[src/rtl/mem_arb_pkg.sv]
// Shared types and defaults for the memory arbiter.
//   owner_t : who a returning read belongs to (none / CPU / DMA)
//   state_t : arbiter FSM state, the port that was granted last cycle
// Default widths fit a 64K x 8 RAM.
package mem_arb_pkg;

    localparam int ADDR_W_DEF = 16;
    localparam int DATA_W_DEF = 8;

    typedef enum logic [1:0] {
        OWN_NONE = 2'd0,
        OWN_CPU  = 2'd1,
        OWN_DMA  = 2'd2
    } owner_t;

    typedef enum logic [1:0] {
        ST_IDLE = 2'd0,
        ST_CPU  = 2'd1,
        ST_DMA  = 2'd2
    } state_t;

endpackage

[src/rtl/mem_arb_burst_ctr.sv]
// Saturating counter that tracks consecutive locked DMA grants.
// Ports:
//   CLK, RST : clock, synchronous active-high reset
//   inc      : count one more locked grant; holds once at MAX
//   clr      : return to zero; takes priority over inc
//   sat      : high while the count equals MAX
module mem_arb_burst_ctr
    import mem_arb_pkg::*;
#(
    parameter int MAX = 4
) (
    input  logic CLK,
    input  logic RST,
    input  logic inc,
    input  logic clr,
    output logic sat
);

    localparam int W = $clog2(MAX + 1);
    localparam logic [W-1:0] MAX_V = W'(MAX);

    logic [W-1:0] cnt;

    always_ff @(posedge CLK) begin
        if (RST || clr) begin
            cnt <= '0;
        end else if (inc && (cnt != MAX_V)) begin
            cnt <= cnt + 1'b1;
        end
    end

    assign sat = (cnt == MAX_V);

endmodule

[src/rtl/mem_arbiter.sv]
// Shares one single-port synchronous RAM between the CPU core and a DMA engine.
// One requester wins per cycle. Its command goes to the RAM. Reads are tagged,
// so the RAM data that comes back a cycle later is strobed to the right port.
//
// Build option: MEM_ARB_ROUND_ROBIN_EN alternates the winner when both ports
// request at once. Without it the CPU always wins.
//
// Handshake: a port raises req with we/addr/wdata and holds them steady until
// it sees gnt high in the same cycle. The access is issued in that gnt cycle.
// For a read, rvalid is high for exactly the following cycle, and rdata is
// valid only while rvalid is high. A port may drop req before it is granted.
//
// Ports:
//   CLK, RST             clock, synchronous active-high reset
//   cpu_* / dma_*        requester ports (req, we, addr, wdata, gnt, rdata, rvalid)
//   dma_lock             DMA asks to keep ownership back-to-back
//   mem_we/addr/din      RAM command, zero when nobody is granted
//   mem_dout             RAM read data, valid one cycle after the address
//   dbg_state            current FSM state (last granted port)
module mem_arbiter
    import mem_arb_pkg::*;
#(
    parameter int ADDR_W    = ADDR_W_DEF,
    parameter int DATA_W    = DATA_W_DEF,
    parameter int MAX_BURST = 4
) (
    input  logic              CLK,
    input  logic              RST,
    input  logic              cpu_req,
    input  logic              cpu_we,
    input  logic [ADDR_W-1:0] cpu_addr,
    input  logic [DATA_W-1:0] cpu_wdata,
    output logic              cpu_gnt,
    output logic [DATA_W-1:0] cpu_rdata,
    output logic              cpu_rvalid,
    input  logic              dma_req,
    input  logic              dma_we,
    input  logic [ADDR_W-1:0] dma_addr,
    input  logic [DATA_W-1:0] dma_wdata,
    output logic              dma_gnt,
    output logic [DATA_W-1:0] dma_rdata,
    output logic              dma_rvalid,
    input  logic              dma_lock,
    output logic              mem_we,
    output logic [ADDR_W-1:0] mem_addr,
    output logic [DATA_W-1:0] mem_din,
    input  logic [DATA_W-1:0] mem_dout,
    output state_t            dbg_state
);

    state_t state;
    owner_t rd_owner;
    logic   burst_sat;
    logic   burst_inc;

`ifdef MEM_ARB_ROUND_ROBIN_EN
    owner_t rr_last;
`endif

    // Priority order: an unfinished locked burst first, then the forced CPU
    // yield once the burst is full, then the contention policy, then a lone
    // requester.
    always_comb begin
        cpu_gnt = 1'b0;
        dma_gnt = 1'b0;
        if (!RST) begin
            if ((state == ST_DMA) && dma_req && dma_lock && !burst_sat) begin
                dma_gnt = 1'b1;
            end else if (burst_sat && cpu_req) begin
                cpu_gnt = 1'b1;
            end else if (cpu_req && dma_req) begin
`ifdef MEM_ARB_ROUND_ROBIN_EN
                if (rr_last == OWN_CPU) begin
                    dma_gnt = 1'b1;
                end else begin
                    cpu_gnt = 1'b1;
                end
`else
                cpu_gnt = 1'b1;
`endif
            end else if (cpu_req) begin
                cpu_gnt = 1'b1;
            end else if (dma_req) begin
                dma_gnt = 1'b1;
            end
        end
    end

    always_comb begin
        mem_we   = 1'b0;
        mem_addr = '0;
        mem_din  = '0;
        if (cpu_gnt) begin
            mem_we   = cpu_we;
            mem_addr = cpu_addr;
            mem_din  = cpu_wdata;
        end else if (dma_gnt) begin
            mem_we   = dma_we;
            mem_addr = dma_addr;
            mem_din  = dma_wdata;
        end
    end

    // Any grant that is not a locked DMA grant ends the burst. An idle cycle
    // also ends it. Once the count is full, a lone locked DMA keeps winning
    // and the count stays full.
    assign burst_inc = dma_gnt && dma_lock;

    mem_arb_burst_ctr #(
        .MAX (MAX_BURST)
    ) u_burst_ctr (
        .CLK (CLK),
        .RST (RST),
        .inc (burst_inc),
        .clr (!burst_inc),
        .sat (burst_sat)
    );

    always_ff @(posedge CLK) begin
        if (RST) begin
            state    <= ST_IDLE;
            rd_owner <= OWN_NONE;
        end else begin
            if (cpu_gnt) begin
                state <= ST_CPU;
            end else if (dma_gnt) begin
                state <= ST_DMA;
            end else begin
                state <= ST_IDLE;
            end

            if (cpu_gnt && !cpu_we) begin
                rd_owner <= OWN_CPU;
            end else if (dma_gnt && !dma_we) begin
                rd_owner <= OWN_DMA;
            end else begin
                rd_owner <= OWN_NONE;
            end
        end
    end

`ifdef MEM_ARB_ROUND_ROBIN_EN
    always_ff @(posedge CLK) begin
        if (RST) begin
            rr_last <= OWN_CPU;
        end else if (cpu_gnt) begin
            rr_last <= OWN_CPU;
        end else if (dma_gnt) begin
            rr_last <= OWN_DMA;
        end
    end
`endif

    // A read still in flight when reset arrives is dropped, including the
    // cycle that reset is held.
    assign cpu_rvalid = (rd_owner == OWN_CPU) && !RST;
    assign dma_rvalid = (rd_owner == OWN_DMA) && !RST;
    assign cpu_rdata  = mem_dout;
    assign dma_rdata  = mem_dout;
    assign dbg_state  = state;

endmodule
[config.mk]
export PLATFORM = sky130hd
export DESIGN_NAME = mem_arbiter
export DESIGN_NICKNAME = d
export VERILOG_FILES = /design/src/rtl/mem_arb_pkg.sv /design/src/rtl/mem_arb_burst_ctr.sv /design/src/rtl/mem_arbiter.sv
export SDC_FILE = /design/constraint.sdc
export NUM_CORES = 1
export LEC_CHECK = 0
export CAP_MARGIN = 20
export CORE_ASPECT_RATIO = 1.2
export CORE_MARGIN = 1.5
export CORE_UTILIZATION = 31
export CTS_CLUSTER_DIAMETER = 100
export DETAILED_ROUTE_END_ITERATION = 7
export PLACE_DENSITY = 0.88
export SLEW_MARGIN = 20
export SYNTH_ARGS = -nofsm -noshare
export SYNTH_HDL_FRONTEND = slang
export SYNTH_SLANG_ARGS = --single-unit
[constraint.sdc]
create_clock -name CLK -period 2.75 [get_ports CLK]
set_input_delay 0.4125 -clock CLK [delete_from_list [all_inputs] [get_ports CLK]]
set_output_delay 0.4125 -clock CLK [all_outputs]
set_load 0.005 [all_outputs]
==> results.tsv <==
stage	metric	value	unit
run_status	outcome	complete, no violations	
detailed_routing	drt pass-1 iters	4	
floorplan	# IOs	110	
grt	global-route wire length before repair	4698	um
detailed_routing	DR vias/cell	4.890	
pwr	Pint	307.8	uW
clocking	worst skew pair latency	250	ps
final_layout	commonest non-fill, non-tap cell in the layout	clkdlybuf4s50_1	
pwr	Switching Fraction	26.15	%
clocking	Clk pin slew, worst setup/hold paths	50	ps
final_layout	fin area	1788	um^2
detailed_routing	DRC viols	0	
floorplan	Horiz. Die Dim	55.49	um
grt	total grt overflow	0	
synth	syn_area_per_cell	7.591	um^2
detailed_routing	detailed-route via count	1154	
pwr	Comb pwr share	52.7	%
critical_path	Worst EP required	2340	ps
floorplan	core area	3110	um^2
placed_design	GPL Wtd Cong	0.7561	
clocking	TritonCTS buffer count	3	
grt	largest net degree at the start of global routing	32	
timing	worst slew pin tran	431.8	ps
grt	gr busiest metal	met2	
clocking	Longest Clk Path Bufs	2	
clocking	CTS H-tree depth	1	
clocking	CTS root buf	clkbuf_4	
detailed_routing	DR WL/cell	12.14	um
grt	met1 Track Usage GR	15.12	%
timing	RSZ-0062 raised after global routing	false	
synth	Seq/Total Area, Yosys	13.68	%
critical_path	worst-path fanout max	31	
synth	synthesis warning total	0	
grt	gr usage total	15.70	%
final_layout	number of diodes	0	
synth	Distinct cells, synth	20	
synth	Mapped Area	1025	um^2
pwr	PD cells	233.1	nW/um^2
synth	register bit total from synthesis	7	
pwr	Clock power frac	21.7	%
detailed_routing	final antenna-violating net count	0	
detailed_routing	DR iter-0 viols	29	
floorplan	Die ar.	3661	um^2
floorplan	die height	65.98	um
timing	achievable clock frequency	387.8	MHz
timing	total negative setup slack	0	ps
placed_design	number of buffers added on ports	85	
grt	met3 GRT Util	2.740	%
worst_hold_path	Hold Path Class	reg2reg	
pwr	Design Power	416.7	uW
pwr	Reg power frac	25.6	%
grt	initial antenna violation count	0	
clocking	TritonCTS Sinks	7	
timing	Max Slew Vio Count	0	
timing	worst rel slew slack	71.22	%
critical_path	critical path arrival	2170	ps
placed_design	post-DP HPWL	2262	um
placed_design	Cell Area, Placed	1760	um^2
final_layout	most frequent cells in the layout	clkdlybuf4s50_1 (84), inv_1 (28), nand2b_1 (26)	
pwr	Peak VDD IR	250.3	uV
timing	post-route minimum period	2579	ps
timing	Clock Skews	3.616	ps
critical_path	crit path kind	in2out	
floorplan	row count	22	
critical_path	Critical Path Sink Type	output pin	
job	Max-Cap Viols	0	
critical_path	Worst setup SP type	input port	
pwr	Net Switching	109.0	uW
synth	cells after synthesis	135	
grt	met2 Track Usage GR	31.85	%
detailed_routing	total wire length	2864	um
grt	vias in the first global route	1037	
synth	Post-Syn Nets	200	
pwr	Leak Pwr	0.0007193	uW
final_layout	Final nets	266	
timing	# setup viols final	0	
final_layout	fillers	297	
final_layout	share of cells above drive strength 1	7.000	%
floorplan	Starting Density	32.94	%
final_layout	layout overhead on the synthesized area	74.48	%
timing	number of hold violations in the final report	0	
clocking	CTS Hold Bufs	0	
timing	final worst-path cycle share	93.77	%
clocking	CTS tree	done	
layout make-up:
| type | instances | area, um^2 | share of cell area (%) |
|---|---|---|---|
| multi-input cells | 72 | 570.5 | 31.91 |
| clock buffers | 4 | 26.28 | 1.470 |
| inverters | 28 | 105.1 | 5.878 |
| repair buffers | 89 | 900.9 | 50.39 |
| flip-flops and latches | 7 | 140.1 | 7.838 |
| well taps | 36 | 45.04 | 2.519 |
what timing repair did:
action / 4_1_cts / 5_1_grt
resized for setup: 0 / 1
endpoints found under the setup margin: 0 / 13
endpoints found under the hold margin: 0 / 0
buffers inserted: 0 / 0
routing by layer:
| layer | vias to the layer above | part of all wire [%] |
|---|---|---|
| li1 | 573 | - |
| met1 | 514 | 35 |
| met2 | 52 | 53 |
| met3 | 15 | 8.9 |
| met4 | 0 | 2.3 |
| met5 | - | 0 |
kinds of logic after synthesis:
| group | share of synthesized area, % |
|---|---|
| compound gates | 26.37 |
| buf+inv | 30.77 |
| flops | 13.67 |
| xor+xnor | 0.8549 |
| fa+ha+maj | 2.442 |
| mux | 0.9768 |
| simple gates | 24.91 |
critical path, stage by stage:
cell,delay [ps]
clkdlybuf4s50_1,540
nand4b_4,130
a2bb2oi_2,190
buf_12,160
o32ai_1,160
clkdlybuf4s50_1,550
worst paths after layout:
check,cells after the start,endpoint,start,slack [ps]
max,6,mem_din[7],dma_req,170
min,2,u_burst_ctr.cnt[1],u_burst_ctr.cnt[1],570
max reg2reg,6,u_burst_ctr.cnt[1],u_burst_ctr.cnt[0],1310
min reg2reg,2,u_burst_ctr.cnt[1],u_burst_ctr.cnt[1],570
sequential cells by signal, summed over array words and instances, names as in the netlist:
register	count
dbg_state	2
rd_owner	2
u_burst_ctr.cnt	3
cells in the mapped netlist:
master     number  area, um^2
inv_1          28       105.1
nand2b_1       26       162.7
o32ai_1        23       201.4
buf_4          16       120.1
dfxtp_1         7       140.1
buf_6           6       67.56
clkbuf_1        6       22.52
nor3_1          5       25.02
nor2_1          4       15.01
ha_1            2       25.02
nor3b_1         2       15.01
o32ai_2         2       32.53
a2bb2oi_2       1       15.01
and2_1          1       6.260
mux2i_1         1       10.01
nand3b_1        1       7.510
nand4b_4        1       23.77
o21ai_0         1       5.000
o21ai_4         1       16.27
xnor2_1         1       8.760
power groups by stage:
stage / Sequential (uW) / Clock [uW] / Combinational [uW]
3_3_place_gp: 109 / 0 / 219
6_report: 107 / 90.4 / 219
4_1_cts: 107 / 94.3 / 223
2_1_floorplan: 108 / 0 / 101
3_5_place_dp: 109 / 0 / 222
5_1_grt: 107 / 103 / 239
through the flow:
stage / utilization (%) / worst slack (ps) / hold WS (ps) / instances
2_1_floorplan: - / 1009 / 489.3 / 135
3_3_place_gp: 56.60 / 174.2 / 538.1 / 232
3_5_place_dp: 56.60 / 156.6 / 555.5 / 232
4_1_cts: 57.44 / 85.59 / 562.9 / 236
5_1_grt: 57.48 / 9.855 / 585.4 / 236
6_report: 57.48 / 171.4 / 574.1 / 236
(Power assumes the default switching activity.)
